`src/rtl/dino_pkg.sv`:
```
// Shared definitions for the dino game sequencer: state encoding, score width
// and default timing values.
package dino_pkg;

    typedef enum logic [1:0] {
        ST_ATTRACT = 2'd0,
        ST_START   = 2'd1,
        ST_RUN     = 2'd2,
        ST_CRASH   = 2'd3
    } game_state_t;

    localparam int SCORE_W             = 16;
    localparam int DEF_DEBOUNCE_CYCLES = 250000;
    localparam int DEF_HOLDOFF_FRAMES  = 30;
    localparam int DEF_BLINK_FRAMES    = 16;

endpackage

```
`src/rtl/btn_debounce.sv`:
```
// Button conditioner: 2-flop synchroniser, stable-time filter and a one-cycle
// pulse on each debounced rising edge.
module btn_debounce
    import dino_pkg::*;
#(
    parameter int DEBOUNCE_CYCLES = DEF_DEBOUNCE_CYCLES
) (
    input  logic clk,
    input  logic rst_n,
    input  logic btn_raw,
    output logic press
);

    localparam int CNT_W = (DEBOUNCE_CYCLES > 1) ? $clog2(DEBOUNCE_CYCLES) : 1;
    localparam logic [CNT_W-1:0] CNT_LAST = CNT_W'(DEBOUNCE_CYCLES - 1);

    logic [1:0]       sync_q;
    logic [CNT_W-1:0] cnt_q;
    logic             level_q;
    logic             btn_sync;

    assign btn_sync = sync_q[1];

    // The counter only runs while the synchronised input disagrees with the
    // debounced level, so any bounce back restarts the stability window.
    always_ff @(posedge clk or negedge rst_n) begin
        if (!rst_n) begin
            sync_q  <= '0;
            cnt_q   <= '0;
            level_q <= 1'b0;
            press   <= 1'b0;
        end else begin
            sync_q <= {sync_q[0], btn_raw};
            press  <= 1'b0;
            if (btn_sync == level_q) begin
                cnt_q <= '0;
            end else if (cnt_q == CNT_LAST) begin
                cnt_q   <= '0;
                level_q <= btn_sync;
                press   <= btn_sync;
            end else begin
                cnt_q <= cnt_q + 1'b1;
            end
        end
    end

endmodule

```
`src/rtl/dino_game_ctrl.sv`:
```
// Dino game sequencer: attract/start/run/crash phases, jump requests,
// high-score tracking and game-over blink.
//
// state      | meaning
// -----------+---------------------------------------------------------
// ST_ATTRACT | idle after reset, datapath held in reset, wait for press
// ST_START   | single-cycle datapath clear before a new game
// ST_RUN     | game running, presses become jumps, collision ends game
// ST_CRASH   | score frozen, blink game-over, restart after holdoff
module dino_game_ctrl
    import dino_pkg::*;
#(
    parameter int DEBOUNCE_CYCLES = DEF_DEBOUNCE_CYCLES,
    parameter int HOLDOFF_FRAMES  = DEF_HOLDOFF_FRAMES,
    parameter int BLINK_FRAMES    = DEF_BLINK_FRAMES
) (
    input  logic               clk,
    input  logic               sys_rst_n,
    input  logic               btn_raw,
    input  logic               frame_tick,
    input  logic               collision,
    input  logic [SCORE_W-1:0] score_in,
    output logic               game_rst,
    output logic               halt,
    output logic               jump,
    output logic [1:0]         state_out,
    output logic [SCORE_W-1:0] high_score,
    output logic               new_high,
    output logic               blink
);

    localparam int HOLD_W  = $clog2(HOLDOFF_FRAMES + 1);
    localparam int BLINK_W = (BLINK_FRAMES > 1) ? $clog2(BLINK_FRAMES) : 1;
    localparam logic [HOLD_W-1:0]  HOLD_MAX   = HOLD_W'(HOLDOFF_FRAMES);
    localparam logic [BLINK_W-1:0] BLINK_LAST = BLINK_W'(BLINK_FRAMES - 1);

    logic               press;
    game_state_t        state_q, state_d;
    logic               game_rst_d, halt_d, jump_d, new_high_d, blink_d;
    logic [SCORE_W-1:0] high_d;
    logic [HOLD_W-1:0]  holdoff_q, holdoff_d;
    logic [BLINK_W-1:0] blink_cnt_q, blink_cnt_d;

    btn_debounce #(
        .DEBOUNCE_CYCLES(DEBOUNCE_CYCLES)
    ) u_btn_debounce (
        .clk    (clk),
        .rst_n  (sys_rst_n),
        .btn_raw(btn_raw),
        .press  (press)
    );

    always_ff @(posedge clk or negedge sys_rst_n) begin
        if (!sys_rst_n) begin
            state_q     <= ST_ATTRACT;
            game_rst    <= 1'b1;
            halt        <= 1'b1;
            jump        <= 1'b0;
            high_score  <= '0;
            new_high    <= 1'b0;
            blink       <= 1'b0;
            holdoff_q   <= '0;
            blink_cnt_q <= '0;
        end else begin
            state_q     <= state_d;
            game_rst    <= game_rst_d;
            halt        <= halt_d;
            jump        <= jump_d;
            high_score  <= high_d;
            new_high    <= new_high_d;
            blink       <= blink_d;
            holdoff_q   <= holdoff_d;
            blink_cnt_q <= blink_cnt_d;
        end
    end

    always_comb begin
        state_d     = state_q;
        jump_d      = 1'b0;
        high_d      = high_score;
        new_high_d  = new_high;
        blink_d     = blink;
        holdoff_d   = holdoff_q;
        blink_cnt_d = blink_cnt_q;

        case (state_q)
            ST_ATTRACT: begin
                if (press) state_d = ST_START;
            end
            ST_START: begin
                state_d    = ST_RUN;
                new_high_d = 1'b0;
            end
            ST_RUN: begin
                // Collision takes priority: a simultaneous press is dropped.
                if (collision) begin
                    state_d     = ST_CRASH;
                    new_high_d  = (score_in > high_score);
                    if (score_in > high_score) high_d = score_in;
                    holdoff_d   = '0;
                    blink_d     = 1'b1;
                    blink_cnt_d = '0;
                end else if (press) begin
                    jump_d = 1'b1;
                end
            end
            ST_CRASH: begin
                if (frame_tick) begin
                    if (holdoff_q != HOLD_MAX) holdoff_d = holdoff_q + 1'b1;
                    if (blink_cnt_q == BLINK_LAST) begin
                        blink_cnt_d = '0;
                        blink_d     = ~blink;
                    end else begin
                        blink_cnt_d = blink_cnt_q + 1'b1;
                    end
                end
                if (press && (holdoff_q == HOLD_MAX)) begin
                    state_d = ST_START;
                    blink_d = 1'b0;
                end
            end
            default: state_d = ST_ATTRACT;
        endcase

        game_rst_d = (state_d == ST_ATTRACT) || (state_d == ST_START);
        halt_d     = (state_d != ST_RUN);
    end

    assign state_out = state_q;

endmodule

```
`config.mk`:
```
export PLATFORM = sky130hd
export DESIGN_NAME = dino_game_ctrl
export DESIGN_NICKNAME = d
export VERILOG_FILES = /design/src/rtl/dino_pkg.sv /design/src/rtl/btn_debounce.sv /design/src/rtl/dino_game_ctrl.sv
export SDC_FILE = /design/constraint.sdc
export NUM_CORES = 1
export LEC_CHECK = 0
export BUFFER_PORTS_ARGS = -buffer_cell sky130_fd_sc_hd__buf_2
export CAP_MARGIN = 20
export CELL_PAD_IN_SITES_DETAIL_PLACEMENT = 1
export CELL_PAD_IN_SITES_GLOBAL_PLACEMENT = 1
export CORE_ASPECT_RATIO = 1.5
export CORE_MARGIN = 8
export CORE_UTILIZATION = 30
export DETAILED_ROUTE_END_ITERATION = 6
export PLACE_DENSITY_LB_ADDON = 0.1
export RECOVER_POWER = 100
export SETUP_SLACK_MARGIN = 0.4
export SYNTH_ARGS = -nofsm -noshare
export SYNTH_HDL_FRONTEND = slang
export SYNTH_SLANG_ARGS = --single-unit
export TNS_END_PERCENT = 20
```
`constraint.sdc`:
```
create_clock -name clk -period 6.95 [get_ports clk]
set_clock_uncertainty 0.2 [all_clocks]
set_input_delay 0.3475 -clock clk [delete_from_list [all_inputs] [get_ports clk]]
set_output_delay 0.3475 -clock clk [all_outputs]
set_load 0.03 [all_outputs]
```
==> metrics.md <==
| Metric | Value |
|---|---|
| Status | `complete, but fails checks` |
| Failing checks | `capacitance limit, slew limit` |
| Final nets | `416` |
| EDFF count, synth | `0` |
| Grt total ovfl | `0` |
| Clock sink count | `54` |
| Die area | `14030 um^2` |
| Worst Path Max Fanout | `17` |
| Final worst slack | `2818 ps` |
| CTS tree | `built` |
| Post-synthesis async set-or-reset flop share | `100.0%` |
| Share of cells above drive strength 1 | `10.11%` |
| Mapped cell area | `3131 um^2` |
| Area Growth Syn to Fin | `11.91%` |
| Type of the worst min-delay path | `in2reg` |
| Pins Over Slew Limit | `73` |
| Final hold vios | `0` |
| Cells after Synth | `334` |
| WS Path Type | `reg2reg` |
| Initial Utilization | `30.89%` |
| #FFs+latches synth | `54` |
| DR iter-0 viols | `53` |
| Fmax | `242.0 MHz` |
| CP Launch Type | `register` |
| CTS clk-pin slew, worst paths | `70 ps` |
| Number of top-level pins | `44` |
| Pwr/cell area | `206.3 nW/um^2` |
| GPL Wtd Cong | `0.7433` |
| Peak VDD IR | `100.9 uV` |
| Via density per instance | `5.292` |
| Syn nets | `375` |
| Setup-failing EPs final | `0` |
| Vias in the first global route | `2912` |
| Most frequent cells in the layout | `52 x dfrtp_1, 43 x nand2_1, 42 x nor2_1` |
| Yosys Warn Count | `0` |
| Max-cap violation count | `2` |
| Sequential cell area fraction in the yosys report | `43.25%` |
| Inserted Diodes | `0` |
| TNS Setup | `0 ps` |
| Post-CTS Resized | `0` |
| Pleak | `1.757 nW` |
| DR vias | `2609` |
| Final period util | `59.45%` |
| Die Ht | `141.1 um` |
| Cell variety after synth | `47` |
| Die Span X | `99.41 um` |
| Critical R2R Launch | `high_score[1]` |
| Syn Area/Cell | `9.373 um^2` |
| Hold path start | `score_in[11]` |
| Fin crit period | `4132 ps` |
| Post-CTS Setup Inserts | `0` |
| Critical Path Start | `high_score[1]` |
| Most common cell after layout, fill and taps aside | `dfrtp_1` |
| WL/cell | `16.95 um` |
| Post-route DRC | `0` |
| CORE AREA | `10130 um^2` |
| Initial antenna violation count | `0` |
| Port buffer count | `43` |
| Filler instances | `1217` |
| Post-synth top flop | `dfrtp_1` |
| Crit. End Element | `register` |
| Max Root-Sink Buffers | `2` |
| Tot GR Track Use | `12.64%` |
| H-tree Lvls | `2` |
| CTS buffer count | `5` |
| Least-Margin Pin Slew | `2986 ps` |
| RSZ-0062 raised after global routing | `no` |
| Pre-CTS setup slack | `3629 ps` |
| Largest net degree at the start of global routing | `55` |
| Root buffer cell | `clkbuf_16` |
| Global-route wire length before repair | `14480 um` |
| Placed wire-length estimate after detailed placement | `6037 um` |
| Core Rows | `45` |
| Drt pass-1 iters | `4` |
| Post-route antenna net violation count | `0` |
| Worst path arrival time | `4070 ps` |
| Worst EP required | `6890 ps` |
| Final WL | `8357 um` |
| CTS Hold Bufs | `1` |
| Slew HR | `-99.07%` |
| Worst-Skew Late Latency | `290 ps` |
==> per-layer routing <==
metal,global-route usage (%),share of wire [%],vias up
met4,4.484,2.1,0
met2,23.21,54,39
met3,2.661,3.7,12
met5,0,0,-
met1,13.81,40,1308
li1,-,-,1250
==> per-stage QoR <==
stage                     hold slack (ps)  instances  total power, W  utilization [%]  instance area, um^2
final                               121.3        493       0.0007228            34.57                 3503
after global placement              135.1        484       0.0004669            33.85                 3431
after detailed placement            137.3        484       0.0004696            33.85                 3431
after global routing                140.4        493       0.0007652            34.57                 3503
after floorplan                    -148.1        334       0.0004308                -                 3131
after CTS                           20.66        493       0.0007368            35.41                 3588
==> synth_stat cells (all sizes together) (2+ instances only) <==
master / instances / share of area (%)
buf: 6 / 1.8
xor2: 12 / 3.4
nand2: 44 / 5.4
and4: 5 / 1.4
nand2b: 2 / 0.40
nand3: 10 / 1.6
o21ai: 9 / 1.6
o211ai: 15 / 5.0
dfstp: 2 / 1.7
a21oi: 11 / 1.8
a21o: 3 / 0.72
dfrtp: 52 / 42
mux2: 2 / 0.72
and3: 6 / 1.2
nor4: 2 / 0.60
clkbuf: 7 / 0.84
ha: 20 / 8.0
nor2: 42 / 5.0
xnor2: 8 / 2.2
and2: 3 / 0.60
nor3b: 2 / 0.48
nand4: 28 / 6.1
nor2b: 3 / 0.60
inv: 22 / 2.6
o22ai: 2 / 0.40
nor3: 5 / 0.96
==> flip-flops by register name, indices dropped and copies added, names as in the netlist <==
signal,cells
u_btn_debounce.cnt_q,18
high_score,16
holdoff_q,5
blink_cnt_q,4
state_out,2
u_btn_debounce.sync_q,2
blink,1
game_rst,1
halt,1
jump,1
new_high,1
u_btn_debounce.level_q,1
u_btn_debounce.press,1
==> cell type report <==
cell class,count,area [um^2],area share (%)
Clock buffer,7,142.6,4.071
Clock inverter,1,5.005,0.1429
Inverter,22,82.58,2.357
Multi-Input combinational cell,245,1559,44.50
Sequential cell,54,1354,38.64
Tap cell,117,146.4,4.179
Timing Repair Buffer,47,214.0,6.107
==> path summary, 6_finish.rpt <==
kind	slack, ps	cells past startpoint	endpoint
max in group asynchronous	3950	2	state_out[0]
min in group asynchronous	930	2	blink_cnt_q[2]
worst min-delay path	120	3	high_score[11]
worst max-delay path	2820	7	high_score[0]
worst max register to register	2820	7	high_score[0]
worst min register to register	150	0	u_btn_debounce.sync_q[1]
==> report_power, final <==
group / switching, W / total (W) / internal [W] / leakage, nW
logic: 0.0000514 / 0.0000909 / 0.0000395 / 1.06
registers: 0.0000283 / 0.000370 / 0.000342 / 0.626
clock network: 0.000118 / 0.000262 / 0.000144 / 0.0739
==> cells by family (layout without fill, tap and decap cells) <==
| group | after synthesis | count (layout) | synth area share [%] |
|---|---|---|---|
| AO/OA/AOI/OAI | 46 | 46 | 11.31 |
| XOR/XNOR | 20 | 20 | 5.596 |
| adder cells (fa/ha/maj) | 20 | 20 | 7.994 |
| buffers and inverters | 35 | 77 | 5.315 |
| flip-flops | 54 | 54 | 43.25 |
| multiplexers | 3 | 3 | 1.039 |
| AND/OR/NAND/NOR | 156 | 156 | 25.50 |
==> worst max-delay path, stage by stage, from the launching register on <==
cell	delay, ps
dfrtp_1	380
inv_1	70
ha_1	280
nor2b_1	130
o211a_1	190
o21ai_0	1510
and4b_1	980
o311ai_0	240
Note: power is estimated with default switching activity, not from simulation.
